### src/rtl/lcd_frame_feeder.sv
// lcd_frame_feeder
// Holds a 2x16 character frame buffer and streams the HD44780 power-on init
// sequence followed by full-screen refreshes as {RS, DATA} bytes over a
// valid/ready handshake. Panel execution waits are enforced here, so the
// downstream bus stage can pulse the enable for every accepted byte.
//
// Ports:
//   CLOCK       system clock
//   ASYNC_RST   asynchronous active-low reset
//   WR_EN       frame-buffer write strobe
//   WR_ADDR     character slot (0-15 line 1, 16-31 line 2)
//   WR_CHAR     character code to store
//   OUT_VALID   byte presented downstream
//   OUT_READY   downstream accepts the byte
//   OUT_RS      0 = command, 1 = character
//   OUT_DATA    command or character code
//   BUSY        high during power wait, init or refresh
//   FRAME_DONE  one-cycle pulse after the last character of a refresh
//
// Build option: LCD_FEED_AUTO_REFRESH_EN adds a periodic refresh counter
// that marks the frame dirty every REFRESH_CYCLES cycles spent in IDLE.
//
// state      | meaning
// POWER_WAIT | panel power-up wait before the first command
// INIT       | function set, display on, entry mode, clear (init_idx 0-3)
// IDLE       | nothing to send; starts a refresh when dirty
// L1_ADDR    | DDRAM address 0x80 (line 1)
// L1_CHARS   | characters of slots 0-15
// L2_ADDR    | DDRAM address 0xC0 (line 2)
// L2_CHARS   | characters of slots 16-31
// Every byte state has a gap sub-phase: OUT_VALID low while wait_cnt runs.

module lcd_frame_feeder #(
  parameter int INIT_WAIT_CYCLES = 750000,
  parameter int CMD_GAP_CYCLES   = 2500,
  parameter int CLEAR_GAP_CYCLES = 82000,
  parameter int REFRESH_CYCLES   = 5000000
) (
  input  logic       CLOCK,
  input  logic       ASYNC_RST,
  input  logic       WR_EN,
  input  logic [4:0] WR_ADDR,
  input  logic [7:0] WR_CHAR,
  output logic       OUT_VALID,
  input  logic       OUT_READY,
  output logic       OUT_RS,
  output logic [7:0] OUT_DATA,
  output logic       BUSY,
  output logic       FRAME_DONE
);

  localparam int T_MAX_A = (INIT_WAIT_CYCLES > CMD_GAP_CYCLES) ? INIT_WAIT_CYCLES : CMD_GAP_CYCLES;
  localparam int T_MAX   = (T_MAX_A > CLEAR_GAP_CYCLES) ? T_MAX_A : CLEAR_GAP_CYCLES;
  localparam int TW      = (T_MAX < 2) ? 1 : $clog2(T_MAX + 1);

  localparam logic [TW-1:0] INIT_LD  = TW'(INIT_WAIT_CYCLES);
  localparam logic [TW-1:0] CMD_LD   = TW'(CMD_GAP_CYCLES);
  localparam logic [TW-1:0] CLEAR_LD = TW'(CLEAR_GAP_CYCLES);
  localparam logic [TW-1:0] T_ONE    = TW'(1);

  typedef enum logic [2:0] {
    POWER_WAIT, INIT, IDLE, L1_ADDR, L1_CHARS, L2_ADDR, L2_CHARS
  } state_t;

  state_t        state, nxt_state;
  logic [1:0]    init_idx, nxt_init;
  logic [4:0]    slot, nxt_slot;
  logic [TW-1:0] wait_cnt, nxt_gap;
  logic          nxt_done;
  logic          dirty;
  logic [7:0]    fb [32];
  logic [8:0]    cur_byte, nxt_byte;

  function automatic logic [8:0] byte_of(input state_t s, input logic [1:0] idx,
                                         input logic [7:0] ch);
    logic [8:0] b;
    b = 9'h000;
    case (s)
      INIT: begin
        case (idx)
          2'd0:    b = 9'h038;
          2'd1:    b = 9'h00C;
          2'd2:    b = 9'h006;
          default: b = 9'h001;
        endcase
      end
      L1_ADDR:            b = 9'h080;
      L2_ADDR:            b = 9'h0C0;
      L1_CHARS, L2_CHARS: b = {1'b1, ch};
      default:            b = 9'h000;
    endcase
    return b;
  endfunction

  function automatic logic has_byte(input state_t s);
    return s inside {INIT, L1_ADDR, L1_CHARS, L2_ADDR, L2_CHARS};
  endfunction

  // Where the sequence goes after the byte currently on the bus is accepted.
  always_comb begin
    nxt_state = state;
    nxt_init  = init_idx;
    nxt_slot  = slot;
    nxt_gap   = CMD_LD;
    nxt_done  = 1'b0;
    case (state)
      INIT: begin
        if (init_idx == 2'd3) begin
          nxt_state = IDLE;
          nxt_gap   = CLEAR_LD;
        end else begin
          nxt_init = init_idx + 2'd1;
        end
      end
      L1_ADDR: begin
        nxt_state = L1_CHARS;
        nxt_slot  = 5'd0;
      end
      L1_CHARS: begin
        nxt_slot = slot + 5'd1;
        if (slot == 5'd15) nxt_state = L2_ADDR;
      end
      L2_ADDR: nxt_state = L2_CHARS;
      L2_CHARS: begin
        if (slot == 5'd31) begin
          nxt_state = IDLE;
          nxt_done  = 1'b1;
        end else begin
          nxt_slot = slot + 5'd1;
        end
      end
      default: ;
    endcase
  end

  // The buffer read here is the pre-edge contents, so a same-cycle write to
  // the slot being presented does not reach OUT_DATA.
  assign cur_byte = byte_of(state, init_idx, fb[slot]);
  assign nxt_byte = byte_of(nxt_state, nxt_init, fb[nxt_slot]);

`ifdef LCD_FEED_AUTO_REFRESH_EN
  localparam int RW = (REFRESH_CYCLES < 2) ? 1 : $clog2(REFRESH_CYCLES + 1);
  // Two cycles of the interval go to the IDLE->L1_ADDR hop and the
  // presentation edge, so 0x80 appears REFRESH_CYCLES after BUSY falls.
  localparam logic [RW-1:0] REFRESH_LD = RW'((REFRESH_CYCLES > 2) ? REFRESH_CYCLES - 2 : 1);
  localparam logic [RW-1:0] R_ONE      = RW'(1);
  logic [RW-1:0] refresh_cnt;
`else
  // Keeps the parameter referenced when the refresh counter is compiled out.
  logic unused_refresh;
  assign unused_refresh = (REFRESH_CYCLES != 0);
`endif

  always_ff @(posedge CLOCK or negedge ASYNC_RST) begin
    if (!ASYNC_RST) begin
      for (int i = 0; i < 32; i++) fb[i] <= 8'h20;
      state      <= POWER_WAIT;
      init_idx   <= 2'd0;
      slot       <= 5'd0;
      wait_cnt   <= INIT_LD;
      dirty      <= 1'b1;
      OUT_VALID  <= 1'b0;
      OUT_RS     <= 1'b0;
      OUT_DATA   <= 8'h00;
      BUSY       <= 1'b1;
      FRAME_DONE <= 1'b0;
`ifdef LCD_FEED_AUTO_REFRESH_EN
      refresh_cnt <= REFRESH_LD;
`endif
    end else begin
      FRAME_DONE <= 1'b0;
      if (OUT_VALID && OUT_READY) begin
        state      <= nxt_state;
        init_idx   <= nxt_init;
        slot       <= nxt_slot;
        FRAME_DONE <= nxt_done;
        if (nxt_state == IDLE) BUSY <= dirty | WR_EN;
        // Zero gap: present the following byte on the same edge.
        if (nxt_gap == '0 && has_byte(nxt_state)) begin
          {OUT_RS, OUT_DATA} <= nxt_byte;
          wait_cnt           <= '0;
        end else begin
          OUT_VALID <= 1'b0;
          wait_cnt  <= nxt_gap;
        end
      end else if (!OUT_VALID) begin
        case (state)
          POWER_WAIT: begin
            if (wait_cnt <= T_ONE) begin
              state              <= INIT;
              init_idx           <= 2'd0;
              {OUT_RS, OUT_DATA} <= 9'h038;
              OUT_VALID          <= 1'b1;
              wait_cnt           <= '0;
            end else begin
              wait_cnt <= wait_cnt - T_ONE;
            end
          end
          IDLE: begin
            // The gap keeps running here so a refresh that starts right
            // away still honours the spacing after the previous byte.
            if (wait_cnt != '0) wait_cnt <= wait_cnt - T_ONE;
            if (dirty) begin
              state <= L1_ADDR;
              slot  <= 5'd0;
              BUSY  <= 1'b1;
              dirty <= 1'b0;
`ifdef LCD_FEED_AUTO_REFRESH_EN
              refresh_cnt <= REFRESH_LD;
`endif
            end
`ifdef LCD_FEED_AUTO_REFRESH_EN
            else if (refresh_cnt <= R_ONE) dirty <= 1'b1;
            else refresh_cnt <= refresh_cnt - R_ONE;
`endif
          end
          default: begin
            if (wait_cnt <= T_ONE) begin
              {OUT_RS, OUT_DATA} <= cur_byte;
              OUT_VALID          <= 1'b1;
              wait_cnt           <= '0;
            end else begin
              wait_cnt <= wait_cnt - T_ONE;
            end
          end
        endcase
      end
      // A write always wins over the IDLE clear so no update is lost.
      if (WR_EN) begin
        fb[WR_ADDR] <= WR_CHAR;
        dirty       <= 1'b1;
      end
    end
  end

endmodule
### config.mk
export PLATFORM = sky130hd
export DESIGN_NAME = lcd_frame_feeder
export DESIGN_NICKNAME = d
export VERILOG_FILES = /design/src/rtl/lcd_frame_feeder.sv
export SDC_FILE = /design/constraint.sdc
export NUM_CORES = 1
export LEC_CHECK = 0
export BUFFER_PORTS_ARGS = -buffer_cell sky130_fd_sc_hd__buf_4
export CORE_ASPECT_RATIO = 1.5
export CORE_MARGIN = 2
export CORE_UTILIZATION = 50
export DETAILED_ROUTE_END_ITERATION = 6
export HOLD_SLACK_MARGIN = 0.05
export PLACE_DENSITY_LB_ADDON = 0.05
export SLEW_MARGIN = 20
export SYNTH_ARGS = -nofsm -noshare
export SYNTH_HDL_FRONTEND = slang
export SYNTH_SLANG_ARGS = --single-unit
### constraint.sdc
create_clock -name CLOCK -period 2.8 [get_ports CLOCK]
set_clock_uncertainty 0.1 [all_clocks]
set_input_delay 0.56 -clock CLOCK [delete_from_list [all_inputs] [get_ports CLOCK]]
set_output_delay 0.56 -clock CLOCK [all_outputs]
set_load 0.005 [all_outputs]
==> flow_metrics.py <==
metrics = {
    "critical_path": {
        "worstPathMaxFanout": 12,
        "crit_end": "OUT_DATA[6]",
        "cp_slowest_cell": "or4_1",
        "r2r_start": "wait_cnt[15]",
        "required_ps": 3200,
        "arrival_ps": 2860,
        "path_class": "reg2reg",
        "max_stage_delay_ps": 530,
        "start_kind": "flop",
        "worstSetupEndpointType": "flop",
        "reg2reg_slack_ps": 350,
        "path_cells": "or3_1 -> and4b_1 -> and4b_4 -> o211ai_4 -> or4_1 -> nand2_1",
        "ff2ff_path_depth": 6,
        "startpoint": "wait_cnt[15]",
        "reg2reg_to": "OUT_DATA[6]",
    },
    "yosys": {
        "ys.warnings.count": 0,
        "synth_edf_count": 0,
        "yosys.area.top_type": "dfrtp_1",
        "ys_top_cells_by_area": "dfrtp_1 (44%), mux2_2 (20%), mux4_2 (9.1%)",
        "yosys.area.top_type_share_pct": 44.4,
        "synth_ff_type": "dfrtp_1",
        "ys_ff_latch": 299,
        "synthArstFlopShare_pct": 100,
        "netlist_instances": 1073,
        "postSynthAreaPerCell_sq_um": 13.4,
        "syn_area_sq_mm": 0.0144,
        "synth_commonest_cells": "mux2_2 (261), dfrtp_1 (255), nand2_1 (65)",
        "synth-seq-area-share_pct": 52.4,
        "ys_types": 58,
        "synth_nets": 1102,
        "yosysMostFrequentCell": "mux2_2",
    },
    "global_route": {
        "track_usage_pct": 24.8,
        "grt_remaining_overflow": 0,
        "grt_max_degree": 65,
        "grt_pass1_vias": 9695,
        "grt_pass1_wl_mm": 57.2,
        "grt_antenna_before_repair": 0,
    },
    "placement": {
        "hpwl_mm": 24.6,
        "place_congestion": 0.879,
        "io_buffers": 28,
    },
    "finish": {
        "n_antenna_cell": 0,
        "area_growth_syn_to_layout_pct": 12.9,
        "drive_gt1_share_pct": 43.9,
        "utilization_pct": 56.9,
        "nets": 1143,
    },
    "cts": {
        "cts.path.max_buffers": 3,
        "cts.htree.levels": 1,
        "cts_root_buffer": "clkbuf_16",
        "cts_resized": 0,
        "cts_made_buffers": 30,
        "tritoncts": "built",
        "clock_sinks": 299,
        "path_clk_slew_ps": 60,
        "clk-insertion-delay-late_ps": 560,
    },
    "power_and_ir_drop": {
        "pwr-share-seq_pct": 49.2,
        "p_clk_share_pct": 35.0,
        "power_density_mw_per_mm2": 716,
        "switchingPower_mw": 2.94,
        "leakage_nw": 6.94,
        "ir_worst_vdd_mv": 0.566,
        "p_int_mw": 8.69,
        "switching_share_pct": 25.3,
        "combPwrFrac_pct": 15.7,
    },
    "floorplan": {
        "core-area_sq_mm": 0.0285,
        "start_util_pct": 50.4,
        "ios": 29,
        "dieHeight_um": 212,
        "die_w_um": 142,
        "num_rows": 76,
        "die-area_sq_mm": 0.0302,
    },
    "worst_hold_path": {
        "hold_path.class": "in2reg",
    },
    "sta": {
        "worst_pin_slew_ps": 609,
        "setup_tns_ps": 0,
        "period_needed_ps": 2450,
        "fmax_mhz": 408,
        "timing.hold.ws_ps": 231,
        "setup_viol": 0,
        "finalCritPeriodShare_pct": 87.6,
        "slew_headroom_pct": 59.1,
        "drv_slew": 0,
        "hold_viol": 0,
        "rsz0062_at_grt": "false",
    },
    "run_status": {
        "outcome": "completed",
    },
    "job": {
        "maxCapViolations": 0,
    },
    "route": {
        "ant_nets": 0,
        "drtPass1Iterations": 4,
        "vias": 9021,
        "drcViolationCount": 0,
        "finalWirelength_mm": 35.3,
        "vias_per_cell": 6.06,
        "drt_iter0_markers": 486,
        "avgRoutedWirePerCell_um": 23.7,
    },
}
## final cells by class
type                    count  area [sq um]
repair buffers             79           691
clock inverters             7          91.3
inverters                   9          33.8
clock buffers              48           910
multi-input cells         695          6520
fillers                  2346         12300
well taps                 351           439
flip-flops and latches    299          7540
## state kept, by name (all words and copies together) (netlist names)
| name | flops |
|---|---|
| OUT_VALID | 1 |
| OUT_DATA | 8 |
| FRAME_DONE | 1 |
| slot | 5 |
| wait_cnt | 20 |
| BUSY | 1 |
| state | 3 |
| fb | 256 |
| dirty | 1 |
| init_idx | 2 |
| OUT_RS | 1 |
## cells in the final DEF, fill, tap and decap left out, types with 17 or more instances in the layout
cell       count
nand2_1       65
mux2i_1       27
dfstp_2       44
mux4_2        58
nand3_1       17
a21oi_1       32
o21ai_0       35
dfrtp_1      252
clkbuf_16     31
mux2_2       261
nor2_1        49
buf_4         70
## logic make-up (layout without fill, tap and decap cells)
group                      Yosys count  in the layout  synth area share, %
AOI/OAI and AO/OA                  127            127                 5.53
DFF                                299            299                 52.4
adders and majority gates           12             12                 1.04
and+or+nand+nor                    208            208                 7.25
xor gates and xnor gates             2              2                0.122
buffers and inverters               79            143                 2.22
muxes                              346            346                 31.4
## routing by layer
metal  up-vias  routed length [um]  GRT usage (%)
met1      4743               15000           33.2
li1       4053                   -              -
met5         -                   0              0
met2       159               18000           42.3
met4         0                1180           8.67
met3        66                1060           2.26
## critical path, delay by kind of cell (launching register included)
kind,cells,cell delay [ps]
simple gates,5,1780
flops,1,400
compound gates,1,120
## stage by stage
stage | setup slack [ps] | std cells | instance area, sq um | total power, mW
2_1_floorplan | 321 | 1073 | 14400 | 6.98
3_3_place_gp | 360 | 1432 | 15200 | 7.58
3_5_place_dp | 350 | 1432 | 15200 | 7.64
4_1_cts | 325 | 1488 | 16200 | 11.7
5_1_grt | 213 | 1488 | 16200 | 12.2
6_report | 346 | 1488 | 16200 | 11.6
## worst min path at each step
stage,start,to,slack (ps),cells past startpoint
final,WR_EN,dirty,230,2
after global routing,WR_EN,dirty,220,2
after global placement,wait_cnt[15],wait_cnt[15],370,1
after floorplan,ASYNC_RST,FRAME_DONE,160,0
after detailed placement,wait_cnt[15],wait_cnt[15],370,1
after CTS,WR_EN,dirty,210,2
## power groups by stage
stage               logic, mW  registers [mW]  clock network [mW]
finish                   1.83            5.72                4.07
global route             2.01            5.82                4.35
CTS                      1.85            5.72                4.17
detailed placement       1.85            5.79                   0
global placement         1.80            5.78                   0
floorplan                1.40            5.58                   0
## repair_timing
item                                   4_1_cts  5_1_grt
hold buffers                                 1        0
endpoints found under the hold margin       43        0
setup buffers                                0        0
(Power assumes the default switching activity.)
